--- src/rtl/debug_program_loader_if.sv ---
// Debug load/run bundle between the loader and its surroundings (UART receiver,
// datapath instruction-memory write port, datapath enable, debug unit status).
interface debug_program_loader_if #(
  parameter int PC_BITS          = 32,
  parameter int INSTRUCTION_BITS = 32
);
  logic [7:0]                  i_rx_data;
  logic                        i_rx_done;
  logic                        i_halt;
  logic                        o_write_inst_mem;
  logic [PC_BITS-1:0]          o_inst_mem_addr;
  logic [INSTRUCTION_BITS-1:0] o_inst_mem_data;
  logic                        o_enable;
  logic                        o_busy;
  logic                        o_cmd_done;
  logic [7:0]                  o_cmd_code;

  modport master (
    input  i_rx_data, i_rx_done, i_halt,
    output o_write_inst_mem, o_inst_mem_addr, o_inst_mem_data,
           o_enable, o_busy, o_cmd_done, o_cmd_code
  );

  modport slave (
    output i_rx_data, i_rx_done, i_halt,
    input  o_write_inst_mem, o_inst_mem_addr, o_inst_mem_data,
           o_enable, o_busy, o_cmd_done, o_cmd_code
  );
endinterface

--- src/rtl/debug_program_loader.sv ---
// Decodes UART debug commands: loads instruction words into instruction memory,
// and gates the datapath enable for free-run or single-step execution.
module debug_program_loader #(
  parameter int                          PC_BITS          = 32,
  parameter int                          INSTRUCTION_BITS = 32,
  parameter int                          INST_MEM_DEPTH   = 256,
  parameter logic [INSTRUCTION_BITS-1:0] HALT_INSTR       = 32'hFFFFFFFF,
  parameter logic [7:0]                  CMD_LOAD         = 8'h01,
  parameter logic [7:0]                  CMD_RUN          = 8'h02,
  parameter logic [7:0]                  CMD_STEP         = 8'h03
) (
  input  logic                          clk,
  input  logic                          rst,
  debug_program_loader_if.master        bus
);

  typedef enum logic [2:0] {
    S_IDLE,
    S_LOAD,
    S_WRITE,
    S_RUN,
    S_STEP
  } state_t;

  localparam logic [PC_BITS-1:0] LAST_ADDR = PC_BITS'(INST_MEM_DEPTH - 1);

  state_t                      state;
  logic [PC_BITS-1:0]          addr_cnt;
  logic [1:0]                  byte_cnt;
  logic [INSTRUCTION_BITS-1:0] word;
  logic [INSTRUCTION_BITS-1:0] word_next;

  // Bytes arrive most significant first, so each new byte enters at the bottom.
  always_comb begin
    word_next = {word[INSTRUCTION_BITS-9:0], bus.i_rx_data};
  end

  always_ff @(posedge clk or negedge rst) begin
    if (!rst) begin
      state                <= S_IDLE;
      addr_cnt             <= '0;
      byte_cnt             <= '0;
      word                 <= '0;
      bus.o_write_inst_mem <= 1'b0;
      bus.o_inst_mem_addr  <= '0;
      bus.o_inst_mem_data  <= '0;
      bus.o_enable         <= 1'b0;
      bus.o_busy           <= 1'b0;
      bus.o_cmd_done       <= 1'b0;
      bus.o_cmd_code       <= '0;
    end else begin
      bus.o_write_inst_mem <= 1'b0;
      bus.o_cmd_done       <= 1'b0;
      case (state)
        S_IDLE: begin
          if (bus.i_rx_done) begin
            case (bus.i_rx_data)
              CMD_LOAD: begin
                state      <= S_LOAD;
                addr_cnt   <= '0;
                byte_cnt   <= '0;
                bus.o_busy <= 1'b1;
              end
              CMD_RUN: begin
                state        <= S_RUN;
                bus.o_enable <= 1'b1;
                bus.o_busy   <= 1'b1;
              end
              CMD_STEP: begin
                state        <= S_STEP;
                bus.o_enable <= 1'b1;
                bus.o_busy   <= 1'b1;
              end
              default: ;
            endcase
          end
        end
        S_LOAD: begin
          if (bus.i_rx_done) begin
            word     <= word_next;
            byte_cnt <= byte_cnt + 2'd1;
            if (byte_cnt == 2'd3) begin
              state                <= S_WRITE;
              bus.o_write_inst_mem <= 1'b1;
              bus.o_inst_mem_addr  <= addr_cnt;
              bus.o_inst_mem_data  <= word_next;
            end
          end
        end
        S_WRITE: begin
          addr_cnt <= addr_cnt + 1'b1;
          byte_cnt <= '0;
          // The halt word has just been written; a full memory ends the load without wrapping.
          if (word == HALT_INSTR || addr_cnt == LAST_ADDR) begin
            state          <= S_IDLE;
            bus.o_busy     <= 1'b0;
            bus.o_cmd_done <= 1'b1;
            bus.o_cmd_code <= CMD_LOAD;
          end else begin
            state <= S_LOAD;
          end
        end
        S_RUN: begin
          if (bus.i_halt) begin
            state          <= S_IDLE;
            bus.o_enable   <= 1'b0;
            bus.o_busy     <= 1'b0;
            bus.o_cmd_done <= 1'b1;
            bus.o_cmd_code <= CMD_RUN;
          end
        end
        S_STEP: begin
          state          <= S_IDLE;
          bus.o_enable   <= 1'b0;
          bus.o_busy     <= 1'b0;
          bus.o_cmd_done <= 1'b1;
          bus.o_cmd_code <= CMD_STEP;
        end
        default: state <= S_IDLE;
      endcase
    end
  end

endmodule

--- src/flat_wrapper.sv ---
// flat-port wrapper written by rule: the top's interface ports become plain ports
module debug_program_loader_flat 
#(
  parameter int                          PC_BITS          = 32,
  parameter int                          INSTRUCTION_BITS = 32,
  parameter int                          INST_MEM_DEPTH   = 256,
  parameter logic [INSTRUCTION_BITS-1:0] HALT_INSTR       = 32'hFFFFFFFF,
  parameter logic [7:0]                  CMD_LOAD         = 8'h01,
  parameter logic [7:0]                  CMD_RUN          = 8'h02,
  parameter logic [7:0]                  CMD_STEP         = 8'h03
)
  (clk, rst, bus_i_rx_data, bus_i_rx_done, bus_i_halt, bus_o_write_inst_mem, bus_o_inst_mem_addr, bus_o_inst_mem_data, bus_o_enable, bus_o_busy, bus_o_cmd_done, bus_o_cmd_code);
  debug_program_loader_if #(.PC_BITS(PC_BITS), .INSTRUCTION_BITS(INSTRUCTION_BITS)) bus_i ();
  input  logic clk;
  input  logic rst;
  input wire logic [$bits(bus_i.i_rx_data)-1:0] bus_i_rx_data;
  input wire logic [$bits(bus_i.i_rx_done)-1:0] bus_i_rx_done;
  input wire logic [$bits(bus_i.i_halt)-1:0] bus_i_halt;
  output wire logic [$bits(bus_i.o_write_inst_mem)-1:0] bus_o_write_inst_mem;
  output wire logic [$bits(bus_i.o_inst_mem_addr)-1:0] bus_o_inst_mem_addr;
  output wire logic [$bits(bus_i.o_inst_mem_data)-1:0] bus_o_inst_mem_data;
  output wire logic [$bits(bus_i.o_enable)-1:0] bus_o_enable;
  output wire logic [$bits(bus_i.o_busy)-1:0] bus_o_busy;
  output wire logic [$bits(bus_i.o_cmd_done)-1:0] bus_o_cmd_done;
  output wire logic [$bits(bus_i.o_cmd_code)-1:0] bus_o_cmd_code;
  assign bus_i.i_rx_data = bus_i_rx_data;
  assign bus_i.i_rx_done = bus_i_rx_done;
  assign bus_i.i_halt = bus_i_halt;
  assign bus_o_write_inst_mem = bus_i.o_write_inst_mem;
  assign bus_o_inst_mem_addr = bus_i.o_inst_mem_addr;
  assign bus_o_inst_mem_data = bus_i.o_inst_mem_data;
  assign bus_o_enable = bus_i.o_enable;
  assign bus_o_busy = bus_i.o_busy;
  assign bus_o_cmd_done = bus_i.o_cmd_done;
  assign bus_o_cmd_code = bus_i.o_cmd_code;
  debug_program_loader #(.PC_BITS(PC_BITS), .INSTRUCTION_BITS(INSTRUCTION_BITS), .INST_MEM_DEPTH(INST_MEM_DEPTH), .HALT_INSTR(HALT_INSTR), .CMD_LOAD(CMD_LOAD), .CMD_RUN(CMD_RUN), .CMD_STEP(CMD_STEP)) u_core (.clk(clk), .rst(rst), .bus(bus_i));
endmodule
--- config.mk ---
export PLATFORM = sky130hd
export DESIGN_NAME = debug_program_loader_flat
export DESIGN_NICKNAME = d
export VERILOG_FILES = /design/src/rtl/debug_program_loader_if.sv /design/src/rtl/debug_program_loader.sv /design/src/flat_wrapper.sv
export SDC_FILE = /design/constraint.sdc
export NUM_CORES = 1
export LEC_CHECK = 0
export ABC_AREA = 1
export CAP_MARGIN = 20
export CORE_MARGIN = 3
export CORE_UTILIZATION = 40
export CTS_BUF_LIST = sky130_fd_sc_hd__clkbuf_4 sky130_fd_sc_hd__clkbuf_8 sky130_fd_sc_hd__clkbuf_16
export CTS_CLUSTER_DIAMETER = 30
export DETAILED_ROUTE_END_ITERATION = 8
export GPL_TIMING_DRIVEN = 0
export SKIP_LAST_GASP = 1
export SYNTH_ARGS = -nofsm -noshare
export SYNTH_HDL_FRONTEND = slang
export SYNTH_SLANG_ARGS = --single-unit
--- constraint.sdc ---
create_clock -name clk -period 2.15 [get_ports clk]
set_input_delay 0.43 -clock clk [delete_from_list [all_inputs] [get_ports clk]]
set_output_delay 0.43 -clock clk [all_outputs]
set_load 0.02 [all_outputs]
# Yosys cells after proc, flatten, opt, wreduce, memory -nomap -nowiden
# Cells that the tools add are included.
dict set report totals {
  reg_bits 145
  input_bits 12
  output_inout_bits 76
  word_cells 80
}
dict set report classes {
  n_addsub 2
  n_eq_ne 19
  muxes 31
  reduce_logical 17
}
# cell n
set op_table {}
lappend op_table {{$mux 32} 2}
lappend op_table {{$pmux 32 s2} 1}
lappend op_table {{$add 32x1->32 const B} 1}
lappend op_table {{$eq 32x32->1 const B} 1}
lappend op_table {{$eq 32x8->1 const B} 1}
lappend op_table {{$pmux 8 s3} 1}
lappend op_table {{$eq 8x2->1 const B} 2}
lappend op_table {{$mux 8} 2}
lappend op_table {{$mux 1} 12}
lappend op_table {{$mux 3} 4}
lappend op_table {{$ne 2x2->1 const B} 6}
lappend op_table {{$pmux 3 s4} 1}
lappend op_table {{$reduce_and 5->1} 2}
lappend op_table {{$pmux 3 s3} 1}
lappend op_table {{$reduce_and 3->1} 3}
lappend op_table {{$reduce_bool 3->1} 3}
lappend op_table {{$eq 8x1->1 const B} 1}
lappend op_table {{$reduce_and 4->1} 2}
lappend op_table {{$eq 3x2->1 const B} 2}
lappend op_table {{$mux 2} 3}
lappend op_table {{$pmux 1 s3} 2}
lappend op_table {{$pmux 2 s3} 1}
lappend op_table {{$ne 2x1->1 const B} 2}
lappend op_table {{$ne 4x4->1 const B} 1}
lappend op_table {{12 further kinds} 12}

# Logic depth before layout (Yosys ltp)
dict set report logic_depth {
  depth_word 5
  ltp_mapped 11
  ltp_nobuf 11
}

# Worst setup path after synthesis
# No wires, ideal clock.
dict set report synth_path {
  kind {reg2reg}
  from {reg u_core.addr_cnt[0]}
  to {reg u_core.bus.o_cmd_code[0] (netlist bit)}
  setup_time_ns 0.117
  t_arrival_ns 1.435
  required_time_ns 2.033
  setup_slack_ns 0.598
  path_stages_with_launch 11
  path_buffers 0
  period_less_slack_ns 1.552
  path_cell_list {dfrtp_1 ha_1 inv_1 nor2_2 nand2_1 nor2_1 nand2_1 nand3_1 nand2_1 nand2_1 nand2_1}
}
dict set report synth_via {
  elab_chain_len 4
}
# item line
set synth_lines {}
lappend synth_lines {{start, declared} debug_program_loader.sv:28} ;# logic [PC_BITS-1:0] addr_cnt;
lappend synth_lines {{start signal, assigned} debug_program_loader.sv:91} ;# addr_cnt <= addr_cnt + 1'b1;
lappend synth_lines {{$eq 32x8->1} debug_program_loader.sv:94} ;# if (word == HALT_INSTR || addr_cnt == LAST_ADDR) begin
lappend synth_lines {{$logic_or 1x1->1} debug_program_loader.sv:94}
lappend synth_lines {{$ne 2x1->1 (no line)} -}
lappend synth_lines {{$reduce_and 3->1 (no line)} -}
lappend synth_lines {{end signal, assigned} debug_program_loader.sv:98} ;# bus.o_cmd_code <= CMD_LOAD;
lappend synth_lines {{end signal, assigned} debug_program_loader.sv:109} ;# bus.o_cmd_code <= CMD_RUN;
lappend synth_lines {{end signal, assigned} debug_program_loader.sv:117} ;# bus.o_cmd_code <= CMD_STEP;
lappend synth_lines {{end, declared} debug_program_loader_if.sv:21} ;# o_enable, o_busy, o_cmd_done, o_cmd_code
# Every way passes these cells.
# A chain may end at the register's enable or synchronous reset.

# Final worst setup path
# Same ends and word-level chain as after synthesis.

==> results by group <==
Global routing
  • Total gr overflow: 0
  • Met3 usage: 3.890%
  • Vias in the first global route: 5426
  • GRT Max-Usage Layer: met2
  • Initial antenna violation count: 0
  • Grt met2 use: 29.59%
  • First-pass GRT wire length: 27950 um
  • Pin count of the biggest net entering global routing: 85
  • GR Util All Layers: 19.78%
  • Met1 GRT Util: 29.03%

Synthesis
  • EDFF count, synth: 0
  • Post-synth cell types: 27
  • Async SR Flop Fraction: 100.0%
  • Syn. warnings: 0
  • Synth top area cells: dfrtp_1, nand2_1, o21ai_0, inv_1, nor2_1
  • Number of synthesized register bits: 139
  • Synthesized area per cell: 7.754 um^2
  • Leading area contributor after synthesis: dfrtp_1
  • Most used DFF post-synth: dfrtp_1
  • Post-synthesis cell count: 842
  • Sequential area share after synthesis: 53.28%
  • Mapped cell area: 6529 um^2
  • Top-area cell type share of the netlist area: 53.28%

Clocking
  • Clock root buffer: clkbuf_16
  • Clock Tree Buf Depth: 2
  • CTS tree: done
  • Clock sink count: 139
  • Htree depth: 4
  • Clock Latency Late Sink: 0.42 ns
  • CTS Buf Count: 17
  • Worst-path clk slew: 0.06 ns

Hold path
  • Hold Crit Start: u_core.bus.o_cmd_code[1]$_DFFE_PN0P_
  • Hold crit path type: reg -> reg
  • Min-Delay Endpoint: u_core.bus.o_cmd_code[1]$_DFFE_PN0P_
  • Hold Crit Depth: 2

Die
  • Core area: 15940 um^2
  • FP Rows: 46
  • Die H: 133.8 um
  • # IOs: 88
  • Initial Util: 40.95%
  • Die width: 133.8 um
  • Die footprint: 17890 um^2

Worst setup path
  • CP Max Fanout: 6
  • RR Startpoint: u_core.addr_cnt[0]$_DFFE_PN0P_
  • Startpoint Class: flop
  • Crit Path Class: reg -> reg
  • R2r setup slk: 0.14 ns
  • Data arrival, critical path: 2.32 ns
  • R2r endpoint: u_core.bus.o_cmd_code[0]$_DFFE_PN0P_
  • CP required: 2.46 ns
  • R2R depth: 10
  • CP Capture Type: flop

Cells and area
  • Util after Layout: 51.83%
  • Fraction of layout cells with a size suffix above 1: 7.596%
  • Syn-to-layout area delta: 26.56%
  • Layout Nets: 963
  • Antenna Cells: 0
  • Final instance area: 8263 um^2

Placement
  • Placed cell area: 7657 um^2
  • Post-DP HPWL: 12500 um
  • GPL Wtd Cong: 0.9575
  • Buffers on Ports: 81

Timing
  • Count of final hold-check violations: 0
  • Slew @ Worst Pin: 0.5504 ns
  • Worst Hold Slack: 0.4719 ns
  • Fmax: 498.1 MHz
  • Fin Clk Skew: 0.01096 ns
  • Fin crit share: 93.38%
  • RSZ-0062 raised after global routing: no
  • Final setup violation count: 0
  • Relative slew slack: 63.31%
  • Crit path time final: 2.008 ns
  • Slew Limit Fails: 0

Routing
  • DR DRC count: 0
  • Final WL: 16810 um
  • Vias: 5550
  • Drt wl/cell: 14.28 um
  • ANT nets after route: 0
  • First-pass DRT Iterations: 5
  • 1st-iter DRT viols: 426
  • Vias/cell: 4.715

Pwr
  • Final total power: 11.99 mW
  • Leakage power total: 3.923 nW
  • Pwr/cell area: 1451 nW/um^2
  • Peak VDD IR: 0.6542 mV

Run status
  • Outcome: finished clean

Flow run
  • Max-Cap Viols: 0
==> report_power, final <==
group | leakage, nW | internal, mW | switching (mW)
registers | 1.80 | 3.68 | 0.888
logic | 1.85 | 1.78 | 2.70
clock network | 0.280 | 1.76 | 1.18
total | 3.92 | 7.22 | 4.76
==> cell usage after synthesis, types with 2 or more instances <==
library cell    n
inv_1          85
nor2_2          4
o21ai_2         5
buf_4           6
inv_2           2
dfrtp_1       139
nor3_1         15
o21ai_0        79
ha_1            2
nand4_1         5
xor2_1          2
buf_6           7
nand2_1       317
o21ai_1        26
clkbuf_1       10
nand3_1        48
buf_2           8
nor2_1         73
==> worst max-delay path by stage <==
stage	start	end	slack, ns	cells after the start
3_5_place_dp	u_core.addr_cnt[0]$_DFFE_PN0P_	u_core.bus.o_cmd_code[0]$_DFFE_PN0P_	-0.1	10
5_1_grt	u_core.addr_cnt[0]$_DFFE_PN0P_	u_core.bus.o_cmd_code[0]$_DFFE_PN0P_	0.0004	10
2_1_floorplan	u_core.addr_cnt[0]$_DFFE_PN0P_	u_core.bus.o_cmd_code[0]$_DFFE_PN0P_	0.60	10
4_1_cts	u_core.addr_cnt[0]$_DFFE_PN0P_	u_core.bus.o_cmd_code[0]$_DFFE_PN0P_	0.07	10
6_report	u_core.addr_cnt[0]$_DFFE_PN0P_	u_core.bus.o_cmd_code[0]$_DFFE_PN0P_	0.14	10
3_3_place_gp	rst	u_core.bus.o_cmd_code[1]$_DFFE_PN0P_	-5.11	1
==> cells by family (layout without fill, tap and decap cells) <==
family	Yosys count	count (layout)	share of synthesized area [%]
XOR/XNOR	2	2	0.2684
flip-flops	139	139	53.28
other	1	6	0.05744
AND/OR/NAND/NOR	467	467	28.96
buffers and inverters	120	234	8.260
adder cells (fa/ha/maj)	2	2	0.3832
AO/OA/AOI/OAI	111	111	8.796
==> worst max-delay path, cell delays in order (launching register included) <==
cell and delay (ns):
dfrtp_2 0.44, ha_2 0.28, inv_1 0.12, nor2_4 0.21
nand2_1 0.14, nor2_1 0.15, nand2_1 0.11, nand3_1 0.20
nand2_1 0.13, nand2_1 0.08, nand2_1 0.05
==> registers in the layout, summed over array words and instances, names as in the netlist, 2 cells and up <==
name	count
u_core.addr_cnt	32
u_core.bus.o_inst_mem_addr	32
u_core.bus.o_cmd_code	2
u_core.state	3
u_core.word	32
u_core.bus.o_inst_mem_data	32
u_core.byte_cnt	2
==> timing repair <==
action                                 4_1_cts  5_1_grt
resized for setup                            2        1
setup endpoints to repair                    5        3
hold buffers                                 1        0
endpoints found under the hold margin       55        0
setup buffers                                0        0
==> placed cells by master (no fill, tap or decap), drive strengths merged, types with 2 or more instances in the layout <==
master / count
ha: 2
buf: 23
clkinv: 3
nor2: 79
o21ai: 110
nand3: 48
clkdlybuf4s50: 80
conb: 6
inv: 92
dfrtp: 139
xor2: 2
nor3: 15
nand2: 319
clkinvlp: 3
nand4: 5
clkbuf: 30
bufinv: 2
==> layer usage <==
metal / vias up / part of all wire (%)
met5: - / 0
met4: 0 / 1.4
met3: 16 / 4.0
met2: 101 / 44
met1: 2592 / 51
li1: 2841 / -
==> stage by stage <==
step                      TNS (ns)  std cells  setup slack, ns
final                            0       1177           0.1422
after global routing             0       1177        0.0004228
after CTS                        0       1177          0.06617
after detailed placement   -0.2537       1145         -0.09879
after global placement     -708.90       1144           -5.112
after floorplan                  0        847           0.5977
==> final cells by class <==
| class | count | area [um^2] |
|---|---|---|
| Buffer | 32 | 206.4 |
| Clock buffer | 19 | 446.7 |
| Clock inverter | 12 | 140.1 |
| Fill cell | 1579 | 7680 |
| Inverter | 88 | 332.8 |
| Multi-Input combinational cell | 588 | 2537 |
| Sequential cell | 139 | 3480 |
| Tap cell | 216 | 270.3 |
| Timing Repair Buffer | 83 | 849.6 |
No activity file was read; power rests on OpenSTA's default activity.
